==> src/rtl/char_term_writer.sv <==
// Terminal-style front end for the character RAM write port: consumes an ASCII
// byte stream, tracks a cursor, handles CR/LF/BS/FF, and clears rows as they are entered.
module char_term_writer #(
  parameter int COLS   = 80,
  parameter int ROWS   = 25,
  parameter int ADDR_W = 11
) (
  input  logic              CLK,
  input  logic              RST,
  input  logic [7:0]        in_byte,
  input  logic              in_valid,
  output logic              in_ready,
  output logic [ADDR_W-1:0] write_character_pos,
  output logic [7:0]        write_character,
  output logic              write_strobe,
  output logic [ADDR_W-1:0] cursor_pos
);
  localparam int COL_W = (COLS > 1) ? $clog2(COLS) : 1;
  localparam logic [ADDR_W-1:0] LAST_ADDR     = ADDR_W'(ROWS * COLS - 1);
  localparam logic [ADDR_W-1:0] LAST_ROW_BASE = ADDR_W'((ROWS - 1) * COLS);
  localparam logic [ADDR_W-1:0] ROW_STEP      = ADDR_W'(COLS);
  localparam logic [COL_W-1:0]  LAST_COL      = COL_W'(COLS - 1);
  localparam logic [7:0] CH_SPACE = 8'h20;
  localparam logic [7:0] CH_BS    = 8'h08;
  localparam logic [7:0] CH_LF    = 8'h0A;
  localparam logic [7:0] CH_FF    = 8'h0C;
  localparam logic [7:0] CH_CR    = 8'h0D;

  typedef enum logic [1:0] {CLR_ALL, IDLE, WRAP, CLR_ROW} state_t;

  state_t            state;
  logic [ADDR_W-1:0] row_base;
  logic [COL_W-1:0]  col;
  logic [ADDR_W-1:0] clr_addr;
  logic [COL_W-1:0]  clr_col;
  // A byte accepted on one edge is written on the next; this stage holds it.
  logic              pend_valid;
  logic [ADDR_W-1:0] pend_addr;
  logic [7:0]        pend_data;

  logic [ADDR_W-1:0] next_row_base;
  logic              accept;
  logic              printable;

  assign next_row_base = (row_base == LAST_ROW_BASE) ? '0 : row_base + ROW_STEP;
  assign accept        = in_valid & in_ready;
  assign printable     = (in_byte >= 8'h20) && (in_byte <= 8'h7E);

  always_ff @(posedge CLK) begin
    if (RST) begin
      state               <= CLR_ALL;
      row_base            <= '0;
      col                 <= '0;
      cursor_pos          <= '0;
      clr_addr            <= '0;
      clr_col             <= '0;
      pend_valid          <= 1'b0;
      pend_addr           <= '0;
      pend_data           <= CH_SPACE;
      in_ready            <= 1'b0;
      write_strobe        <= 1'b0;
      write_character_pos <= '0;
      write_character     <= CH_SPACE;
    end else begin
      write_strobe <= 1'b0;
      case (state)
        CLR_ALL: begin
          write_strobe        <= 1'b1;
          write_character_pos <= clr_addr;
          write_character     <= CH_SPACE;
          if (clr_addr == LAST_ADDR) state <= IDLE;
          else                       clr_addr <= clr_addr + 1'b1;
        end

        WRAP: begin
          // The character that filled the last column goes out here.
          write_strobe        <= pend_valid;
          write_character_pos <= pend_addr;
          write_character     <= pend_data;
          pend_valid          <= 1'b0;
          state               <= CLR_ROW;
        end

        CLR_ROW: begin
          write_strobe        <= 1'b1;
          write_character_pos <= clr_addr;
          write_character     <= CH_SPACE;
          if (clr_col == LAST_COL) begin
            state <= IDLE;
          end else begin
            clr_col  <= clr_col + 1'b1;
            clr_addr <= clr_addr + 1'b1;
          end
        end

        IDLE: begin
          in_ready     <= 1'b1;
          write_strobe <= pend_valid;
          if (pend_valid) begin
            write_character_pos <= pend_addr;
            write_character     <= pend_data;
          end
          pend_valid <= 1'b0;
          if (accept) begin
            if (printable) begin
              pend_valid <= 1'b1;
              pend_addr  <= cursor_pos;
              pend_data  <= in_byte;
              if (col == LAST_COL) begin
                col        <= '0;
                row_base   <= next_row_base;
                cursor_pos <= next_row_base;
                clr_addr   <= next_row_base;
                clr_col    <= '0;
                state      <= WRAP;
                in_ready   <= 1'b0;
              end else begin
                col        <= col + 1'b1;
                cursor_pos <= cursor_pos + 1'b1;
              end
            end else begin
              case (in_byte)
                CH_LF: begin
                  col        <= '0;
                  row_base   <= next_row_base;
                  cursor_pos <= next_row_base;
                  clr_addr   <= next_row_base;
                  clr_col    <= '0;
                  state      <= CLR_ROW;
                  in_ready   <= 1'b0;
                end
                CH_CR: begin
                  col        <= '0;
                  cursor_pos <= row_base;
                end
                CH_BS: begin
                  if (col != '0) begin
                    col        <= col - 1'b1;
                    cursor_pos <= cursor_pos - 1'b1;
                    pend_valid <= 1'b1;
                    pend_addr  <= cursor_pos - 1'b1;
                    pend_data  <= CH_SPACE;
                  end
                end
                CH_FF: begin
                  col        <= '0;
                  row_base   <= '0;
                  cursor_pos <= '0;
                  clr_addr   <= '0;
                  state      <= CLR_ALL;
                  in_ready   <= 1'b0;
                end
                default: ;
              endcase
            end
          end
        end

        default: state <= CLR_ALL;
      endcase
    end
  end

endmodule

==> config.mk <==
export PLATFORM = sky130hd
export DESIGN_NAME = char_term_writer
export DESIGN_NICKNAME = d
export VERILOG_FILES = /design/src/rtl/char_term_writer.sv
export SDC_FILE = /design/constraint.sdc
export NUM_CORES = 1
export LEC_CHECK = 0
export CAP_MARGIN = 40
export CORE_MARGIN = 3
export CORE_UTILIZATION = 61
export CTS_BUF_LIST = sky130_fd_sc_hd__clkbuf_4 sky130_fd_sc_hd__clkbuf_8
export DETAILED_ROUTE_END_ITERATION = 6
export PLACE_DENSITY = 0.83
export SYNTH_ARGS = -nofsm -noshare
export SYNTH_HDL_FRONTEND = slang
export SYNTH_SLANG_ARGS = --single-unit
==> constraint.sdc <==
create_clock -name CLK -period 2.6 [get_ports CLK]
set_input_delay 0.26 -clock CLK [delete_from_list [all_inputs] [get_ports CLK]]
set_output_delay 0.26 -clock CLK [all_outputs]
set_load 0.01 [all_outputs]
==> results of run 1 <==
-- cell type report --
class,count,area share (%)
multi-input cells,554,51.98
flip-flops and latches,90,26.47
repair buffers,114,14.78
well taps,108,1.985
clock buffers,9,1.820
clock inverters,7,1.820
inverters,21,1.158
-- report_power, final --
| group | internal, mW | total [mW] | switching [mW] |
|---|---|---|---|
| registers | 1.44 | 1.49 | 0.0572 |
| logic | 0.274 | 0.637 | 0.363 |
| clock network | 0.649 | 1.20 | 0.554 |
| total | 2.36 | 3.33 | 0.973 |
-- logic make-up after synthesis --
logic type      share of synthesized area (%)
compound gates                          26.69
mux                                     2.851
fa+ha+maj                               2.896
flops                                   32.08
xor+xnor                                4.366
buf+inv                                 5.124
simple gates                            26.00
-- cells in the final DEF, fill, tap and decap left out, drive strengths merged, types with 4 or more instances in the layout --
master and count:
dfxtp 90, buf 73, nor2 57, nand2 52, o21ai 48, clkdlybuf4s50 41
a21oi 41, nor3 38, a211oi 38, nand3 28, inv 23, xnor2 19
nor4 16, mux2i 16, a31oi 14, and3 14, ha 13, nand4 12
o211ai 11, xor2 9, clkbuf 9, nor3b 8, and2 8, a22oi 7
nor2b 7, or4 7, a221oi 6, o21a 6, or3 5, or2 5
nor4b 5, o211a 4, o31ai 4, o32ai 4
-- final timing paths --
path | startpoint | end | slack (ns) | depth (start not counted)
min reg2reg | write_character[2]$_SDFFE_PP0P_ | write_character[2]$_SDFFE_PP0P_ | 0.46 | 2
min | RST | clr_addr[2]$_SDFFE_PP0P_ | 0.32 | 2
max reg2reg | row_base[4]$_SDFFE_PP0P_ | cursor_pos[8]$_SDFFE_PP0P_ | 0.23 | 7
max | row_base[4]$_SDFFE_PP0P_ | cursor_pos[8]$_SDFFE_PP0P_ | 0.23 | 7
-- registers in the layout (all words and copies together), names as in the netlist, 2 cells and up --
register and flops:
state 2, cursor_pos 11, write_character_pos 11, write_character 8
pend_addr 11, clr_col 7, row_base 11, pend_data 8
clr_addr 11, col 7
-- worst max-delay path, delay by kind of cell (launching register included) --
kind	cells	cell delay [ns]
and+or+nand+nor	1	0.33
adders and majority gates	1	0.38
AOI/OAI and AO/OA	3	0.62
DFF	1	0.51
buffers and inverters	1	0.19
xor gates and xnor gates	1	0.22
-- through the flow --
step	setup TNS, ns	cell area, sq um
2_1_floorplan	0	5617
3_3_place_gp	-0.2270	6553
3_5_place_dp	-0.9926	6553
4_1_cts	0	6800
5_1_grt	0	6808
6_report	0	6808
-- layer usage --
layer  share of wire, %  global-route usage, %  up-vias  wire length (microns)
li1                   -                      -     2852                      -
met4                3.7                  14.33        0                    661
met5                  0                      0        -                      0
met1                 42                  45.22     2818                   7329
met2                 46                  54.02      340                   8204
met3                8.2                  6.143       62                   1451
==> flow_summary.yaml, run 1 <==
flow_run:
  drv_cap: 0
floorplanning:
  die_area_sq_um: 10390
  fp.coreArea_sq_um: 8848
  row_count: 34
  start_util_pct: 63.48
  fp.dieH_microns: 102.0
  io_pins: 43
  die_w_microns: 102.0
sta:
  tightest_slew_ns: 0.7465
  setup_ws_ns: 0.2277
  hold_violations: 0
  maxSlewViolCount: 0
  fmax_mhz: 421.5
  finalClockSkew_ns: 0.02204
  fin_crit_sh_pct: 91.24
  min_period_ns: 2.372
  relSlewSlack_pct: 50.23
  hold_slack_ns: 0.3158
  rsz0062_at_grt: "false"
  finalSetupViolCount: 0
setup_path:
  cp-start-kind: "flop"
  cp-end-kind: "flop"
  criticalPathCategory: "reg2reg"
  critPathMaxStageDelay_ns: 0.51
  crit_slowest_cell: "dfxtp_1"
  arrival_ns: 2.61
  worstPathRequired_ns: 2.83
  crit_chain: "ha_1 -> o21ai_0 -> buf_4 -> xnor2_1 -> nor4b_1 -> a211oi_1 -> o41ai_1"
  path_max_fanout: 8
min_path:
  hp-class: "in2reg"
cts:
  cts_root_buf: "clkbuf_8"
  holdBufCountCts: 0
  cts_buffers: 9
  htree_levels: 3
  cts_tree: "done"
  cts.sinks: 90
  clockBufferDepth: 2
  path_clk_slew_ns: 0.10
  insertion_delay_ns: 0.37
  post_cts_resized: 0
  cts_setup_buffers: 0
synth:
  ys.flop_type: "dfxtp_1"
  async_flop_share_pct: 0
  syn_nets: 744
  yosys_warnings: 0
  synth_top_area_share_pct: 32.08
  syn-instance-count: 720
  synthesis.area_sq_um: 5617
  postSynthAreaPerCell_sq_um: 7.801
  synth.most_common_cell: "dfxtp_1"
  synth-edff-count: 0
  synth_cell_types: 67
  synthTopCellsByArea: "dfxtp_1 (32%), a211oi_1 (4.9%), o21ai_0 (4.1%)"
  ys_top_cells_by_count: "dfxtp_1 (90), nor2_1 (57), nand2_1 (52)"
  yosys.area.top_type: "dfxtp_1"
  synth_seq_cells: 90
  yosysSeqAreaShare_pct: 32.08
drt:
  viasPerCell: 6.724
  drcViolationCount: 0
  routed_wl_microns: 17650
  drtIter0Drc: 583
  vias: 6072
  first_pass_iters: 7
  ant_nets: 0
  routedWlPerCell_microns: 19.54
cells_and_area:
  diodes: 0
  drive_gt1_share_pct: 13.58
  multi_input_area_sq_um: 3538
  postLayoutCoreUtil_pct: 76.94
  nets: 814
  syn_to_final_growth_pct: 21.21
  nFillCells: 680
  finalNonFillerCells: 903
  seq_area_sq_um: 1802
grt:
  first_global_vias: 5614
  grt_pass1_wl_microns: 28080
  grt_remaining_overflow: 0
  grt_max_degree: 41
  antenna_found_initial: 0
  grt_use_total_pct: 33.86
power:
  power_leakage_nw: 2.480
  cellPowerDensity_nw_per_um2: 489.5
  ir_worst_vdd_mv: 0.2504
  power.total_mw: 3.333
placement:
  dp.cells: 887
  gp_congestion: 1.021
  io_buffers: 42
  place_ws_ns: -0.1488
  place.detailed.hpwl_microns: 12780
run_status:
  status: "completed"
Power figures use the tool's default switching activity.
==> run 2, diff against run 1 <==
--- a/config.mk
+++ b/config.mk
@@ -6,11 +6,12 @@
 export NUM_CORES = 1
 export LEC_CHECK = 0
 export CAP_MARGIN = 40
+export CORE_ASPECT_RATIO = 1.2
 export CORE_MARGIN = 3
 export CORE_UTILIZATION = 61
 export CTS_BUF_LIST = sky130_fd_sc_hd__clkbuf_4 sky130_fd_sc_hd__clkbuf_8
 export DETAILED_ROUTE_END_ITERATION = 6
-export PLACE_DENSITY = 0.83
+export PLACE_DENSITY = 0.88
 export SYNTH_ARGS = -nofsm -noshare
 export SYNTH_HDL_FRONTEND = slang
 export SYNTH_SLANG_ARGS = --single-unit
==> flow_summary.yaml, run 2 (synthesis results as in run 1) <==
floorplanning:
  die_w_microns: 93.60
  io_pins: 43
  start_util_pct: 64.19
  row_count: 37
  fp.coreArea_sq_um: 8750
  fp.dieH_microns: 111.1
  die_area_sq_um: 10400
placement:
  io_buffers: 42
  place.detailed.hpwl_microns: 12850
  gp_congestion: 0.9791
  place_ws_ns: -0.1507
  dpl_cell_area_sq_um: 6544
sta:
  finalSetupViolCount: 0
  finalClockSkew_ns: 0.01655
  rsz0062_at_grt: "false"
  fmax_mhz: 413.1
  relSlewSlack_pct: 46.81
  tightest_slew_ns: 0.7979
  maxSlewViolCount: 0
  setup_ws_ns: 0.1795
  hold_violations: 0
  fin_crit_sh_pct: 93.10
  min_period_ns: 2.421
cts:
  cts_root_buf: "clkbuf_8"
  cts_buffers: 9
  cts.sinks: 90
  path_clk_slew_ns: 0.10
  htree_levels: 3
  holdBufCountCts: 0
  cts_tree: "done"
  clockBufferDepth: 2
  insertion_delay_ns: 0.37
setup_path:
  crit_slowest_cell: "dfxtp_1"
  crit_chain: "inv_1 -> ha_1 -> nor4bb_1 -> and3_1 -> or2_2 -> or4_1 -> o32ai_1"
  worstPathRequired_ns: 2.88
  path_max_fanout: 8
  cp-start-kind: "flop"
  crit_family: "simple AND/OR/NAND/NOR gates"
  cp-end-kind: "flop"
  arrival_ns: 2.70
  crit_buf_inv: 1
  criticalPathCategory: "reg2reg"
  critPathMaxStageDelay_ns: 0.57
cells_and_area:
  finalInstanceArea_sq_um: 6746
  postLayoutCoreUtil_pct: 77.11
  seq_area_sq_um: 1802
  multi_input_area_sq_um: 3533
  final_cell_mix: "dfxtp_1 (90), buf_4 (60), nor2_1 (56)"
  nFillCells: 630
  diodes: 0
  nets: 808
  final_common_cell: "dfxtp_1"
  drive_gt1_share_pct: 12.80
  syn_to_final_growth_pct: 20.12
power:
  power.total_mw: 3.113
  clockPowerShare_pct: 31.8
  power_frac_seq_pct: 48.0
  comb_power_share_pct: 20.2
  intPower_mw: 2.159
  cellPowerDensity_nw_per_um2: 461.4
  p_switching_mw: 0.9540
  p_sw_share_pct: 30.65
  power_leakage_nw: 2.424
  ir_worst_vdd_mv: 0.3505
drt:
  ant_nets: 0
  drtIter0Drc: 587
  viasPerCell: 6.694
  routedWlPerCell_microns: 19.52
  vias: 6065
  first_pass_iters: 7
  routed_wl_microns: 17690
  drcViolationCount: 24
run_status:
  violations: "design-rule violations"
  status: "finished with violations"
grt:
  grt_pass1_wl_microns: 29270
  antenna_found_initial: 0
  grt_use_total_pct: 34.66
  grt_max_degree: 45
  grt_remaining_overflow: 0
  first_global_vias: 5941
flow_run:
  drv_cap: 0
min_path:
  hp-class: "in2reg"
## run 2: cell types whose count changed in the layout (fill, tap and decap cells not counted), sizes merged
| cell | change |
|---|---|
| clkinvlp | +2 |
| buf | -6 |
| bufinv | -2 |
## run 2: final cells by class
type / count / area share (%)
multi-input cells: 554 / 52.37
flip-flops and latches: 90 / 26.71
repair buffers: 108 / 14.61
well taps: 117 / 2.170
clock buffers: 9 / 1.836
inverters: 21 / 1.168
clock inverters: 7 / 1.131
## run 2: worst reg2reg max path, stage by stage, from the launching register on
cell and delay (ns):
dfxtp_1 0.57, inv_1 0.11, ha_1 0.23, nor4bb_1 0.15, and3_1 0.26, or2_2 0.37
or4_1 0.41, o32ai_1 0.23
## run 2: through the flow
| stage | hold slack (ns) | cells | TNS, ns |
|---|---|---|---|
| 5_1_grt | 0.4263 | 906 | 0 |
| 2_1_floorplan | 0.4083 | 720 | 0 |
| 6_report | 0.4180 | 906 | 0 |
| 3_3_place_gp | 0.4411 | 890 | -0.2314 |
| 3_5_place_dp | 0.4468 | 890 | -1.010 |
| 4_1_cts | 0.4216 | 906 | 0 |
## run 2: repair_timing
item,4_1_cts,5_1_grt
setup endpoints to repair,0,1
setup buffers,0,0
endpoints found under the hold margin,0,0
gates resized for setup,0,1
## run 2: final timing paths
path                                                start                        end  slack (ns)  depth (start not counted)
worst max-delay path             row_base[4]$_SDFFE_PP0P_   row_base[6]$_SDFFE_PP0P_        0.18                          7
worst min-delay path                                  RST  pend_data[5]$_SDFFE_PP1P_        0.42                          3
worst max register to register   row_base[4]$_SDFFE_PP0P_   row_base[6]$_SDFFE_PP0P_        0.18                          7
worst min register to register  pend_addr[1]$_SDFFE_PP0P_  pend_addr[1]$_SDFFE_PP0P_        0.46                          2
## run 2: power groups by stage
stage,Combinational (mW),Sequential [mW],Clock (mW)
6_report,0.628,1.50,0.989
5_1_grt,0.679,1.50,1.06
4_1_cts,0.617,1.49,0.990
3_5_place_dp,0.612,1.53,0
3_3_place_gp,0.596,1.52,0
2_1_floorplan,0.355,1.53,0
## run 2: routing by layer
layer	routed length, microns	track usage, %
met4	707	17.05
met1	7082	43.66
met3	1462	6.246
met2	8431	56.39
met5	0	0
==> run 3, diff against run 2 <==
--- a/config.mk
+++ b/config.mk
@@ -12,6 +12,8 @@
 export CTS_BUF_LIST = sky130_fd_sc_hd__clkbuf_4 sky130_fd_sc_hd__clkbuf_8
 export DETAILED_ROUTE_END_ITERATION = 6
 export PLACE_DENSITY = 0.88
+export SKIP_CTS_REPAIR_TIMING = 1
+export SLEW_MARGIN = 20
 export SYNTH_ARGS = -nofsm -noshare
 export SYNTH_HDL_FRONTEND = slang
 export SYNTH_SLANG_ARGS = --single-unit
==> constraint.sdc (replaced) <==
create_clock -name CLK -period 2.6 [get_ports CLK]
set_input_delay 0.26 -clock CLK [delete_from_list [all_inputs] [get_ports CLK]]
set_output_delay 0.26 -clock CLK [all_outputs]
set_load 0.02 [all_outputs]
==> results of run 3 <==
The final DEF is identical to that of run 2. Status: finished with violations: design-rule violations.
Among the figures that moved: total power 3.113 mW -> 3.135 mW; worst IR drop on VDD 0.3505 mV -> 0.3506 mV
